`src/rtl/riscv_pkg.sv`:
```
// Shared RV32 execute-stage definitions: RV32M funct3 codes, MD FSM states,
// forward-select / Op1-source encodings, ALU ops and branch conditions.
// No ports; imported by execute_md, md_divider and riscv_alu.
package riscv_pkg;

    // RV32M funct3 encodings (bit 2 set = divide family)
    localparam logic [2:0] F3_MUL    = 3'b000;
    localparam logic [2:0] F3_MULH   = 3'b001;
    localparam logic [2:0] F3_MULHSU = 3'b010;
    localparam logic [2:0] F3_MULHU  = 3'b011;
    localparam logic [2:0] F3_DIV    = 3'b100;
    localparam logic [2:0] F3_DIVU   = 3'b101;
    localparam logic [2:0] F3_REM    = 3'b110;
    localparam logic [2:0] F3_REMU   = 3'b111;

    typedef enum logic [1:0] {
        MD_IDLE = 2'b00,
        MD_MUL  = 2'b01,
        MD_DIV  = 2'b10,
        MD_DONE = 2'b11
    } md_state_t;

    // Forwarding mux selects (11 behaves like 00)
    localparam logic [1:0] FWD_REG = 2'b00;
    localparam logic [1:0] FWD_W   = 2'b01;
    localparam logic [1:0] FWD_M   = 2'b10;

    // Op1 source selects (11 behaves like 00)
    localparam logic [1:0] OP1_RS1  = 2'b00;
    localparam logic [1:0] OP1_PC   = 2'b01;
    localparam logic [1:0] OP1_ZERO = 2'b10;

    // ALU operations
    localparam logic [3:0] ALU_ADD   = 4'b0000;
    localparam logic [3:0] ALU_SUB   = 4'b0001;
    localparam logic [3:0] ALU_AND   = 4'b0010;
    localparam logic [3:0] ALU_OR    = 4'b0011;
    localparam logic [3:0] ALU_XOR   = 4'b0100;
    localparam logic [3:0] ALU_SLT   = 4'b0101;
    localparam logic [3:0] ALU_SLTU  = 4'b0110;
    localparam logic [3:0] ALU_SLL   = 4'b0111;
    localparam logic [3:0] ALU_SRL   = 4'b1000;
    localparam logic [3:0] ALU_SRA   = 4'b1001;
    localparam logic [3:0] ALU_PASSB = 4'b1010;

    // Branch conditions (mirror the RV32I branch funct3)
    localparam logic [2:0] BR_EQ  = 3'b000;
    localparam logic [2:0] BR_NE  = 3'b001;
    localparam logic [2:0] BR_LT  = 3'b100;
    localparam logic [2:0] BR_GE  = 3'b101;
    localparam logic [2:0] BR_LTU = 3'b110;
    localparam logic [2:0] BR_GEU = 3'b111;

    function automatic logic md_is_div(input logic [2:0] funct3);
        return funct3[2];
    endfunction

endpackage

```
`src/rtl/md_divider.sv`:
```
// Iterative restoring divider for RV32M DIV/DIVU/REM/REMU, DIV_BITS bits per cycle.
// Ports: start captures dividend/divisor/is_signed; kill aborts; last is high in
// the final iteration cycle; quotient/remainder are sign-corrected and valid after it.
module md_divider
    import riscv_pkg::*;
#(
    parameter int DATA_WIDTH = 32,
    parameter int DIV_BITS   = 1
) (
    input  logic                  clk,
    input  logic                  rst,
    input  logic                  start,
    input  logic                  kill,
    input  logic [DATA_WIDTH-1:0] dividend,
    input  logic [DATA_WIDTH-1:0] divisor,
    input  logic                  is_signed,
    output logic                  last,
    output logic [DATA_WIDTH-1:0] quotient,
    output logic [DATA_WIDTH-1:0] remainder
);

    localparam int N  = DATA_WIDTH / DIV_BITS;
    localparam int CW = $clog2(N + 1);
    localparam logic [DATA_WIDTH-1:0] MIN_VAL = {1'b1, {(DATA_WIDTH-1){1'b0}}};

    logic                  busy_q;
    logic [CW-1:0]         cnt_q;
    logic [DATA_WIDTH-1:0] rem_q, quo_q, dvs_q, dvd_q;
    logic                  neg_q_q, neg_r_q, div0_q, ovf_q;

    logic [DATA_WIDTH-1:0] rem_n, quo_n;
    logic [DATA_WIDTH:0]   tmp;
    logic                  neg_a, neg_b;

    assign neg_a = is_signed & dividend[DATA_WIDTH-1];
    assign neg_b = is_signed & divisor[DATA_WIDTH-1];

    // DIV_BITS restoring steps on magnitudes; quo_q shifts the dividend out at the
    // top while quotient bits enter at the bottom.
    always_comb begin
        rem_n = rem_q;
        quo_n = quo_q;
        tmp   = '0;
        for (int i = 0; i < DIV_BITS; i++) begin
            tmp   = {rem_n, quo_n[DATA_WIDTH-1]};
            quo_n = {quo_n[DATA_WIDTH-2:0], 1'b0};
            if (tmp >= {1'b0, dvs_q}) begin
                tmp      = tmp - {1'b0, dvs_q};
                quo_n[0] = 1'b1;
            end
            rem_n = tmp[DATA_WIDTH-1:0];
        end
    end

    always_ff @(posedge clk) begin
        if (rst || kill) begin
            busy_q  <= 1'b0;
            cnt_q   <= '0;
            rem_q   <= '0;
            quo_q   <= '0;
            dvs_q   <= '0;
            dvd_q   <= '0;
            neg_q_q <= 1'b0;
            neg_r_q <= 1'b0;
            div0_q  <= 1'b0;
            ovf_q   <= 1'b0;
        end else if (start) begin
            busy_q  <= 1'b1;
            cnt_q   <= CW'(N);
            rem_q   <= '0;
            quo_q   <= neg_a ? -dividend : dividend;
            dvs_q   <= neg_b ? -divisor : divisor;
            dvd_q   <= dividend;
            neg_q_q <= neg_a ^ neg_b;
            neg_r_q <= neg_a;
            // Corner cases are only flagged here; the iteration count is unchanged
            // so the latency stays fixed.
            div0_q  <= (divisor == '0);
            ovf_q   <= is_signed & (dividend == MIN_VAL) & (divisor == '1);
        end else if (busy_q) begin
            rem_q <= rem_n;
            quo_q <= quo_n;
            cnt_q <= cnt_q - 1'b1;
            if (cnt_q == CW'(1)) begin
                busy_q <= 1'b0;
            end
        end
    end

    assign last = busy_q && (cnt_q == CW'(1));

    always_comb begin
        if (div0_q) begin
            quotient  = '1;
            remainder = dvd_q;
        end else if (ovf_q) begin
            quotient  = MIN_VAL;
            remainder = '0;
        end else begin
            quotient  = neg_q_q ? -quo_q : quo_q;
            remainder = neg_r_q ? -rem_q : rem_q;
        end
    end

endmodule

```
`src/rtl/riscv_alu.sv`:
```
// Combinational integer ALU plus branch comparator.
// Ports: a/b ALU operands, ctrl op select -> result; cmp_a/cmp_b compared
// under branch_src -> cond (branch condition true).
module riscv_alu
    import riscv_pkg::*;
#(
    parameter int DATA_WIDTH = 32
) (
    input  logic [DATA_WIDTH-1:0] a,
    input  logic [DATA_WIDTH-1:0] b,
    input  logic [3:0]            ctrl,
    input  logic [DATA_WIDTH-1:0] cmp_a,
    input  logic [DATA_WIDTH-1:0] cmp_b,
    input  logic [2:0]            branch_src,
    output logic [DATA_WIDTH-1:0] result,
    output logic                  cond
);

    localparam int SHW = $clog2(DATA_WIDTH);

    logic [SHW-1:0] shamt;
    logic           eq;
    logic           lt;
    logic           ltu;

    assign shamt = b[SHW-1:0];
    assign eq    = (cmp_a == cmp_b);
    assign lt    = ($signed(cmp_a) < $signed(cmp_b));
    assign ltu   = (cmp_a < cmp_b);

    always_comb begin
        result = '0;
        case (ctrl)
            ALU_ADD:   result = a + b;
            ALU_SUB:   result = a - b;
            ALU_AND:   result = a & b;
            ALU_OR:    result = a | b;
            ALU_XOR:   result = a ^ b;
            ALU_SLT:   result = {{(DATA_WIDTH-1){1'b0}}, $signed(a) < $signed(b)};
            ALU_SLTU:  result = {{(DATA_WIDTH-1){1'b0}}, a < b};
            ALU_SLL:   result = a << shamt;
            ALU_SRL:   result = a >> shamt;
            ALU_SRA:   result = DATA_WIDTH'($signed(a) >>> shamt);
            ALU_PASSB: result = b;
            default:   result = '0;
        endcase
    end

    always_comb begin
        cond = 1'b0;
        case (branch_src)
            BR_EQ:   cond = eq;
            BR_NE:   cond = !eq;
            BR_LT:   cond = lt;
            BR_GE:   cond = !lt;
            BR_LTU:  cond = ltu;
            BR_GEU:  cond = !ltu;
            default: cond = 1'b0;
        endcase
    end

endmodule

```
`src/rtl/execute_md.sv`:
```
// RV32 execute stage: forwarding, Op1/ALU-source muxes, branch resolution and an
// RV32M multiply/divide unit that stalls E until its result is ready.
// Ports: ID/EX operands and controls in; result, store data, redirect, stall and MD-done out.
module execute_md
    import riscv_pkg::*;
#(
    parameter int DATA_WIDTH  = 32,
    parameter int MUL_LATENCY = 2,
    parameter int DIV_BITS    = 1
) (
    input  logic                  clk,
    input  logic                  rst,
    input  logic                  ValidE_i,
    input  logic                  FlushE_i,
    input  logic [DATA_WIDTH-1:0] RD1E_i,
    input  logic [DATA_WIDTH-1:0] RD2E_i,
    input  logic [DATA_WIDTH-1:0] PCE_i,
    input  logic [DATA_WIDTH-1:0] ImmExtE_i,
    input  logic [DATA_WIDTH-1:0] PCPlus4E_i,
    input  logic [4:0]            RdE_i,
    input  logic [4:0]            Rs1E_i,
    input  logic [4:0]            Rs2E_i,
    input  logic [DATA_WIDTH-1:0] ResultW_i,
    input  logic [DATA_WIDTH-1:0] ALUResultM_i,
    input  logic [1:0]            ForwardAEctrl_i,
    input  logic [1:0]            ForwardBEctrl_i,
    input  logic [1:0]            Op1SrcE_i,
    input  logic                  ALUSrcE_i,
    input  logic [3:0]            ALUCtrlE_i,
    input  logic [2:0]            BranchSrc_i,
    input  logic                  BranchE_i,
    input  logic                  JumpE_i,
    input  logic                  PredictTakenE_i,
    input  logic                  MDOpE_i,
    input  logic [2:0]            MDFunct3E_i,
    output logic [DATA_WIDTH-1:0] ALUResultE_o,
    output logic [DATA_WIDTH-1:0] WriteDataE_o,
    output logic [DATA_WIDTH-1:0] PCPlus4E_o,
    output logic [DATA_WIDTH-1:0] PCTargetE_o,
    output logic [4:0]            RdE_o,
    output logic [4:0]            Rs1E_o,
    output logic [4:0]            Rs2E_o,
    output logic                  branchTaken_o,
    output logic                  PCSrcE_o,
    output logic                  StallE_o,
    output logic                  MDDoneE_o
);

    localparam int DW  = DATA_WIDTH;
    localparam int MCW = (MUL_LATENCY > 1) ? $clog2(MUL_LATENCY) : 1;

    // ---------------- combinational datapath ----------------
    logic [DW-1:0] fwd_a, write_data, src_a, src_b, alu_result;
    logic          actual_taken;

    always_comb begin
        case (ForwardAEctrl_i)
            FWD_W:   fwd_a = ResultW_i;
            FWD_M:   fwd_a = ALUResultM_i;
            default: fwd_a = RD1E_i;
        endcase
        case (ForwardBEctrl_i)
            FWD_W:   write_data = ResultW_i;
            FWD_M:   write_data = ALUResultM_i;
            default: write_data = RD2E_i;
        endcase
        case (Op1SrcE_i)
            OP1_PC:   src_a = PCE_i;
            OP1_ZERO: src_a = '0;
            default:  src_a = fwd_a;
        endcase
    end

    assign src_b = ALUSrcE_i ? ImmExtE_i : write_data;

    riscv_alu #(.DATA_WIDTH(DW)) u_alu (
        .a          (src_a),
        .b          (src_b),
        .ctrl       (ALUCtrlE_i),
        .cmp_a      (fwd_a),
        .cmp_b      (write_data),
        .branch_src (BranchSrc_i),
        .result     (alu_result),
        .cond       (branchTaken_o)
    );

    assign actual_taken = (BranchE_i & branchTaken_o) | JumpE_i;
    assign PCSrcE_o     = actual_taken != PredictTakenE_i;
    assign PCTargetE_o  = actual_taken ? (JumpE_i ? alu_result : PCE_i + ImmExtE_i)
                                       : PCPlus4E_i;

    assign WriteDataE_o = write_data;
    assign PCPlus4E_o   = PCPlus4E_i;
    assign RdE_o        = RdE_i;
    assign Rs1E_o       = Rs1E_i;
    assign Rs2E_o       = Rs2E_i;

    // ---------------- MD control FSM ----------------
    md_state_t      state_q, state_d;
    logic [MCW-1:0] mul_cnt_q;
    logic [DW-1:0]  a_q, b_q;
    logic [2:0]     f3_q;
    logic           md_start, md_stall, md_done;
    logic           div_last;
    logic [DW-1:0]  div_quo, div_rem;

    // Flush beats a same-cycle start; the op is simply never captured.
    assign md_start = ValidE_i & MDOpE_i & !FlushE_i & (state_q == MD_IDLE);

    always_comb begin
        state_d  = state_q;
        md_stall = 1'b0;
        md_done  = 1'b0;
        case (state_q)
            MD_IDLE: begin
                if (md_start) begin
                    md_stall = 1'b1;
                    if (md_is_div(MDFunct3E_i)) begin
                        state_d = MD_DIV;
                    end else if (MUL_LATENCY == 1) begin
                        state_d = MD_DONE;
                    end else begin
                        state_d = MD_MUL;
                    end
                end
            end
            MD_MUL: begin
                md_stall = 1'b1;
                if (mul_cnt_q == MCW'(MUL_LATENCY - 1)) begin
                    state_d = MD_DONE;
                end
            end
            MD_DIV: begin
                md_stall = 1'b1;
                if (div_last) begin
                    state_d = MD_DONE;
                end
            end
            MD_DONE: begin
                md_done = 1'b1;
                state_d = MD_IDLE;
            end
            default: state_d = MD_IDLE;
        endcase
        if (FlushE_i || rst) begin
            state_d  = MD_IDLE;
            md_stall = 1'b0;
            md_done  = 1'b0;
        end
    end

    always_ff @(posedge clk) begin
        if (rst) begin
            state_q   <= MD_IDLE;
            mul_cnt_q <= '0;
            a_q       <= '0;
            b_q       <= '0;
            f3_q      <= '0;
        end else begin
            state_q <= state_d;
            // Forwarded operands are only valid in the start cycle; hold them here.
            if (md_start) begin
                a_q       <= src_a;
                b_q       <= write_data;
                f3_q      <= MDFunct3E_i;
                mul_cnt_q <= MCW'(1);
            end else if (state_q == MD_MUL) begin
                mul_cnt_q <= mul_cnt_q + 1'b1;
            end
        end
    end

    assign StallE_o  = md_stall;
    assign MDDoneE_o = md_done;

    // ---------------- multiplier ----------------
    // Operands are sign-extended to 2*DW as their funct3 demands; the low 2*DW
    // bits of that product are the exact signed/unsigned full product.
    logic          mul_sa, mul_sb;
    logic [2*DW-1:0] a_wide, b_wide, prod_comb, prod_out;

    assign mul_sa    = (f3_q == F3_MULH) || (f3_q == F3_MULHSU);
    assign mul_sb    = (f3_q == F3_MULH);
    assign a_wide    = {{DW{mul_sa & a_q[DW-1]}}, a_q};
    assign b_wide    = {{DW{mul_sb & b_q[DW-1]}}, b_q};
    assign prod_comb = a_wide * b_wide;

    // Capture register plus MUL_LATENCY-1 pipeline stages gives a result in the
    // DONE cycle, MUL_LATENCY cycles after capture.
    if (MUL_LATENCY > 1) begin : g_mul_pipe
        logic [2*DW-1:0] pipe_q [MUL_LATENCY-1];
        always_ff @(posedge clk) begin
            if (rst) begin
                for (int i = 0; i < MUL_LATENCY - 1; i++) begin
                    pipe_q[i] <= '0;
                end
            end else begin
                pipe_q[0] <= prod_comb;
                for (int i = 1; i < MUL_LATENCY - 1; i++) begin
                    pipe_q[i] <= pipe_q[i-1];
                end
            end
        end
        assign prod_out = pipe_q[MUL_LATENCY-2];
    end else begin : g_mul_comb
        assign prod_out = prod_comb;
    end

    // ---------------- divider ----------------
    md_divider #(.DATA_WIDTH(DW), .DIV_BITS(DIV_BITS)) u_div (
        .clk       (clk),
        .rst       (rst),
        .start     (md_start & md_is_div(MDFunct3E_i)),
        .kill      (FlushE_i),
        .dividend  (src_a),
        .divisor   (write_data),
        .is_signed (!MDFunct3E_i[0]),
        .last      (div_last),
        .quotient  (div_quo),
        .remainder (div_rem)
    );

    // ---------------- result select ----------------
    logic [DW-1:0] md_result;

    always_comb begin
        if (md_is_div(f3_q)) begin
            md_result = f3_q[1] ? div_rem : div_quo;
        end else if (f3_q == F3_MUL) begin
            md_result = prod_out[DW-1:0];
        end else begin
            md_result = prod_out[2*DW-1:DW];
        end
    end

    assign ALUResultE_o = (state_q == MD_DONE) ? md_result : alu_result;

endmodule

```
`config.mk`:
```
export PLATFORM = sky130hd
export DESIGN_NAME = execute_md
export DESIGN_NICKNAME = d
export VERILOG_FILES = /design/src/rtl/riscv_pkg.sv /design/src/rtl/md_divider.sv /design/src/rtl/riscv_alu.sv /design/src/rtl/execute_md.sv
export SDC_FILE = /design/constraint.sdc
export NUM_CORES = 2
export LEC_CHECK = 0
export BUFFER_PORTS_ARGS = -buffer_cell sky130_fd_sc_hd__buf_2
export CORE_MARGIN = 3
export CORE_UTILIZATION = 60
export CTS_BUF_LIST = sky130_fd_sc_hd__clkbuf_16
export DETAILED_ROUTE_END_ITERATION = 7
export HOLD_SLACK_MARGIN = 0.08
export PLACE_DENSITY = 0.78
export REMOVE_ABC_BUFFERS = 1
export SLEW_MARGIN = 0
export SYNTH_ARGS = -nofsm -noshare
export SYNTH_HDL_FRONTEND = slang
export SYNTH_SLANG_ARGS = --single-unit
```
`constraint.sdc`:
```
create_clock -name clk -period 11.9 [get_ports clk]
set_input_delay 1.785 -clock clk [delete_from_list [all_inputs] [get_ports clk]]
set_output_delay 1.785 -clock clk [all_outputs]
set_load 0.01 [all_outputs]
```
==> flow_metrics.py <==
metrics = {
    "outcome": {
        "outcome": "complete, but fails checks",
        "violations": "DRC",
    },
    "synthesis": {
        "synth.ff_latch_count": 273,
        "synthTopCellsByCount": "inv_1 (1360), fa_1 (1129), nand2_1 (1077), nor2_1 (508), clkbuf_1 (465)",
        "ys_types": 95,
        "synth.top_cell.area_share_pct": 33.54,
        "yosysMostFrequentCell": "inv_1",
        "synth-async-reset-ratio_pct": 0,
        "yosysSeqAreaShare_pct": 8.110,
        "synth_edf_count": 0,
        "syn_area_um2": 67390,
        "avgSynthCellArea_um2": 8.177,
        "syn_inst": 8241,
        "yosys-top-cells-area": "fa_1 (34%), dfxtp_1 (8.1%), ha_1 (7.8%)",
        "synth_area_leader_cell": "fa_1",
        "synth_ff_type": "dfxtp_1",
        "ys_warn_count": 0,
    },
    "timing": {
        "fin_crit_ps": 10520,
        "worst_pin_slew_ps": 1418,
        "hold_viol": 0,
        "slew-limit-headroom_pct": 5.455,
        "setup_viol": 0,
        "finalClockSkew_ps": 36.95,
        "fmax_ghz": 0.09503,
        "final_max_slew_viol_count": 0,
        "fin_tns_setup_ps": 0,
        "rsz0062_at_grt": "false",
        "period_share_pct": 88.43,
    },
    "clock_network": {
        "cts_hold_buf": 0,
        "clock_latency_ps": 580,
        "numCtsBuffers": 34,
        "cts_buffer_depth": 3,
        "htreeDepth": 2,
        "clk_pin_slew_ps": 60,
        "postCtsSetupRepairBufs": 0,
        "cts_resized": 0,
        "cts_root_buffer": "clkbuf_16",
        "cts_sinks": 273,
        "cts_tree": "done",
    },
    "final_layout": {
        "layout.cells.non_filler": 9785,
        "drive_above_1_share_pct": 9.816,
        "regArea_um2": 5484,
        "area_delta_synth_final_pct": 6.094,
        "multiInputGateArea_um2": 54560,
        "fin_nets": 10070,
        "fillCellCount": 9592,
    },
    "setup_path": {
        "endpoint_kind": "output port",
        "required_ps": 10120,
        "reg2reg_from": "a_q[14]",
        "critPathMaxFanout": 51,
        "worst-r2r-cell-count": 26,
        "path_depth": 19,
        "path_cells": "buf_2, inv_1, ha_2, inv_2, o21ai_2, o21ai_0, inv_1, ha_1, a21oi_1, o22a_1, or4_1, a21oi_1, o21bai_1, a211o_1, o21ai_0, xnor2_1, a21oi_1, a21oi_1, buf_2",
        "cp_num_buf_inv": 5,
        "critical_path_class": "primary input to output port",
        "r2r_setup_slack_ps": 2070,
        "max_stage_delay_ps": 1130,
        "arrival_ps": 8740,
        "cp-startpoint": "ForwardBEctrl_i[0]",
        "crit_top_cell": "a21oi_1",
        "cp_slowest_cell": "ha_2",
        "critPathTopFamily": "compound AO/OA/AOI/OAI gates",
        "setup.worst_path.start_class": "primary input",
        "timing.rr.end": "g_mul_pipe.pipe_q[0][63]",
        "crit_end": "ALUResultE_o[16]",
    },
    "place": {
        "dp_hpwl_um": 220500,
        "place_congestion": 1.103,
        "port_buffers": 380,
        "placed_cells": 9708,
    },
    "global_routing": {
        "antenna_found_initial": 32,
        "grt_pass1_vias": 63510,
        "grt_first_pass_wirelength_um": 411300,
        "grt_use_total_pct": 47.72,
        "grt_max_degree": 123,
        "overflow": 0,
    },
    "power_and_ir_drop": {
        "leakage_uw": 0.03297,
        "peakVddDrop_mv": 0.1055,
        "p_per_area_nw_per_um2": 63.36,
        "power.total_uw": 4530,
    },
    "die": {
        "initial_core_util_pct": 60.64,
        "row_count": 122,
        "die-area_um2": 116400,
        "core_um2": 111100,
        "die_h_um": 341.1,
        "io-pin-count": 411,
        "fp.dieW_um": 341.1,
    },
    "hold_path": {
        "hp-class": "register to register",
    },
    "drt": {
        "wl_per_cell_um": 28.53,
        "ant_nets": 0,
        "wl_um": 279200,
        "viasPerCell": 6.448,
        "vias": 63100,
        "drt_iter0_markers": 7106,
        "drt_pass1_iterations": 8,
        "drc_errors": 2,
    },
    "flow_run": {
        "cap_viol_max_count": 0,
    },
}
==> routing by layer <==
layer  up-vias  wire, um  GRT usage (%)
met5         -       469              0
met4        36     24030          32.45
met3      1085     37730          15.94
met2      4510    116700          70.01
met1     30960    100200          59.70
li1      26500         -              -
==> cells in the final DEF (no fill, tap or decap), drive strengths merged, types with 273 or more instances in the layout <==
cell / n
fa: 1129
and2: 329
a21oi: 410
nor2: 510
dfxtp: 273
o21ai: 314
inv: 1372
ha: 421
buf: 560
nand2: 1077
==> state kept, by name, summed over array words and instances, names as in the netlist, 3 cells and up <==
signal and flops:
a_q 32, b_q 32, f3_q 3, g_mul_pipe.pipe_q 64, u_div.cnt_q 6, u_div.dvd_q 32
u_div.dvs_q 32, u_div.quo_q 32, u_div.rem_q 32
==> power by group <==
group / switching, uW / internal [uW]
Clock: 476 / 631
Combinational: 1660 / 759
Sequential: 61.7 / 942
==> metrics by stage <==
step,setup slack [ps],util [%],hold slack (ps),cell area [um2]
after floorplan,-1274,-,440.6,64950
after global placement,1960,63.26,443.9,70300
after detailed placement,1974,63.27,447.1,70310
after CTS,1913,64.30,455.7,71460
after global routing,1374,64.31,470.9,71460
final,1377,64.34,457.5,71490
==> worst reg2reg max path, stage by stage, from the launching register on <==
cell,delay [ps]
dfxtp_1,1190
buf_4,560
nand2_1,130
fa_1,520
inv_1,50
fa_1,480
fa_1,560
fa_1,440
fa_1,500
fa_1,540
inv_1,50
fa_1,470
inv_1,50
fa_1,440
ha_1,370
a21o_1,180
a21o_1,170
a21oi_1,150
o21ai_0,100
a41oi_1,560
o21a_1,330
o211ai_1,130
buf_4,180
a21oi_1,700
a2111oi_0,290
or3_1,400
a21oi_1,200
==> logic make-up after synthesis <==
family,synth area share [%]
and+or+nand+nor,16.35
buffers and inverters,11.22
AOI/OAI and AO/OA,15.48
adders and majority gates,41.36
DFF,8.110
xor gates and xnor gates,3.457
muxes,4.022
==> area by class of cell <==
class,count,share of cell area (%)
multi-input combinational,6021,76.32
sequential,273,7.671
inverter,1365,7.167
timing repair buffer,561,4.585
tap,1488,2.604
clock buffer,35,1.225
clock inverter,27,0.3780
antenna,15,0.05250
==> worst min path at each step <==
| stage | cells after the start | slack, ps | endpoint | from |
|---|---|---|---|---|
| after global routing | 2 | 470 | b_q[5] | b_q[5] |
| after detailed placement | 2 | 450 | b_q[5] | b_q[5] |
| after floorplan | 2 | 440 | u_div.dvs_q[0] | u_div.dvs_q[0] |
| after CTS | 2 | 460 | b_q[5] | b_q[5] |
| final | 2 | 460 | b_q[5] | b_q[5] |
| after global placement | 2 | 440 | b_q[5] | b_q[5] |
Note: power is estimated with default switching activity, not from simulation.
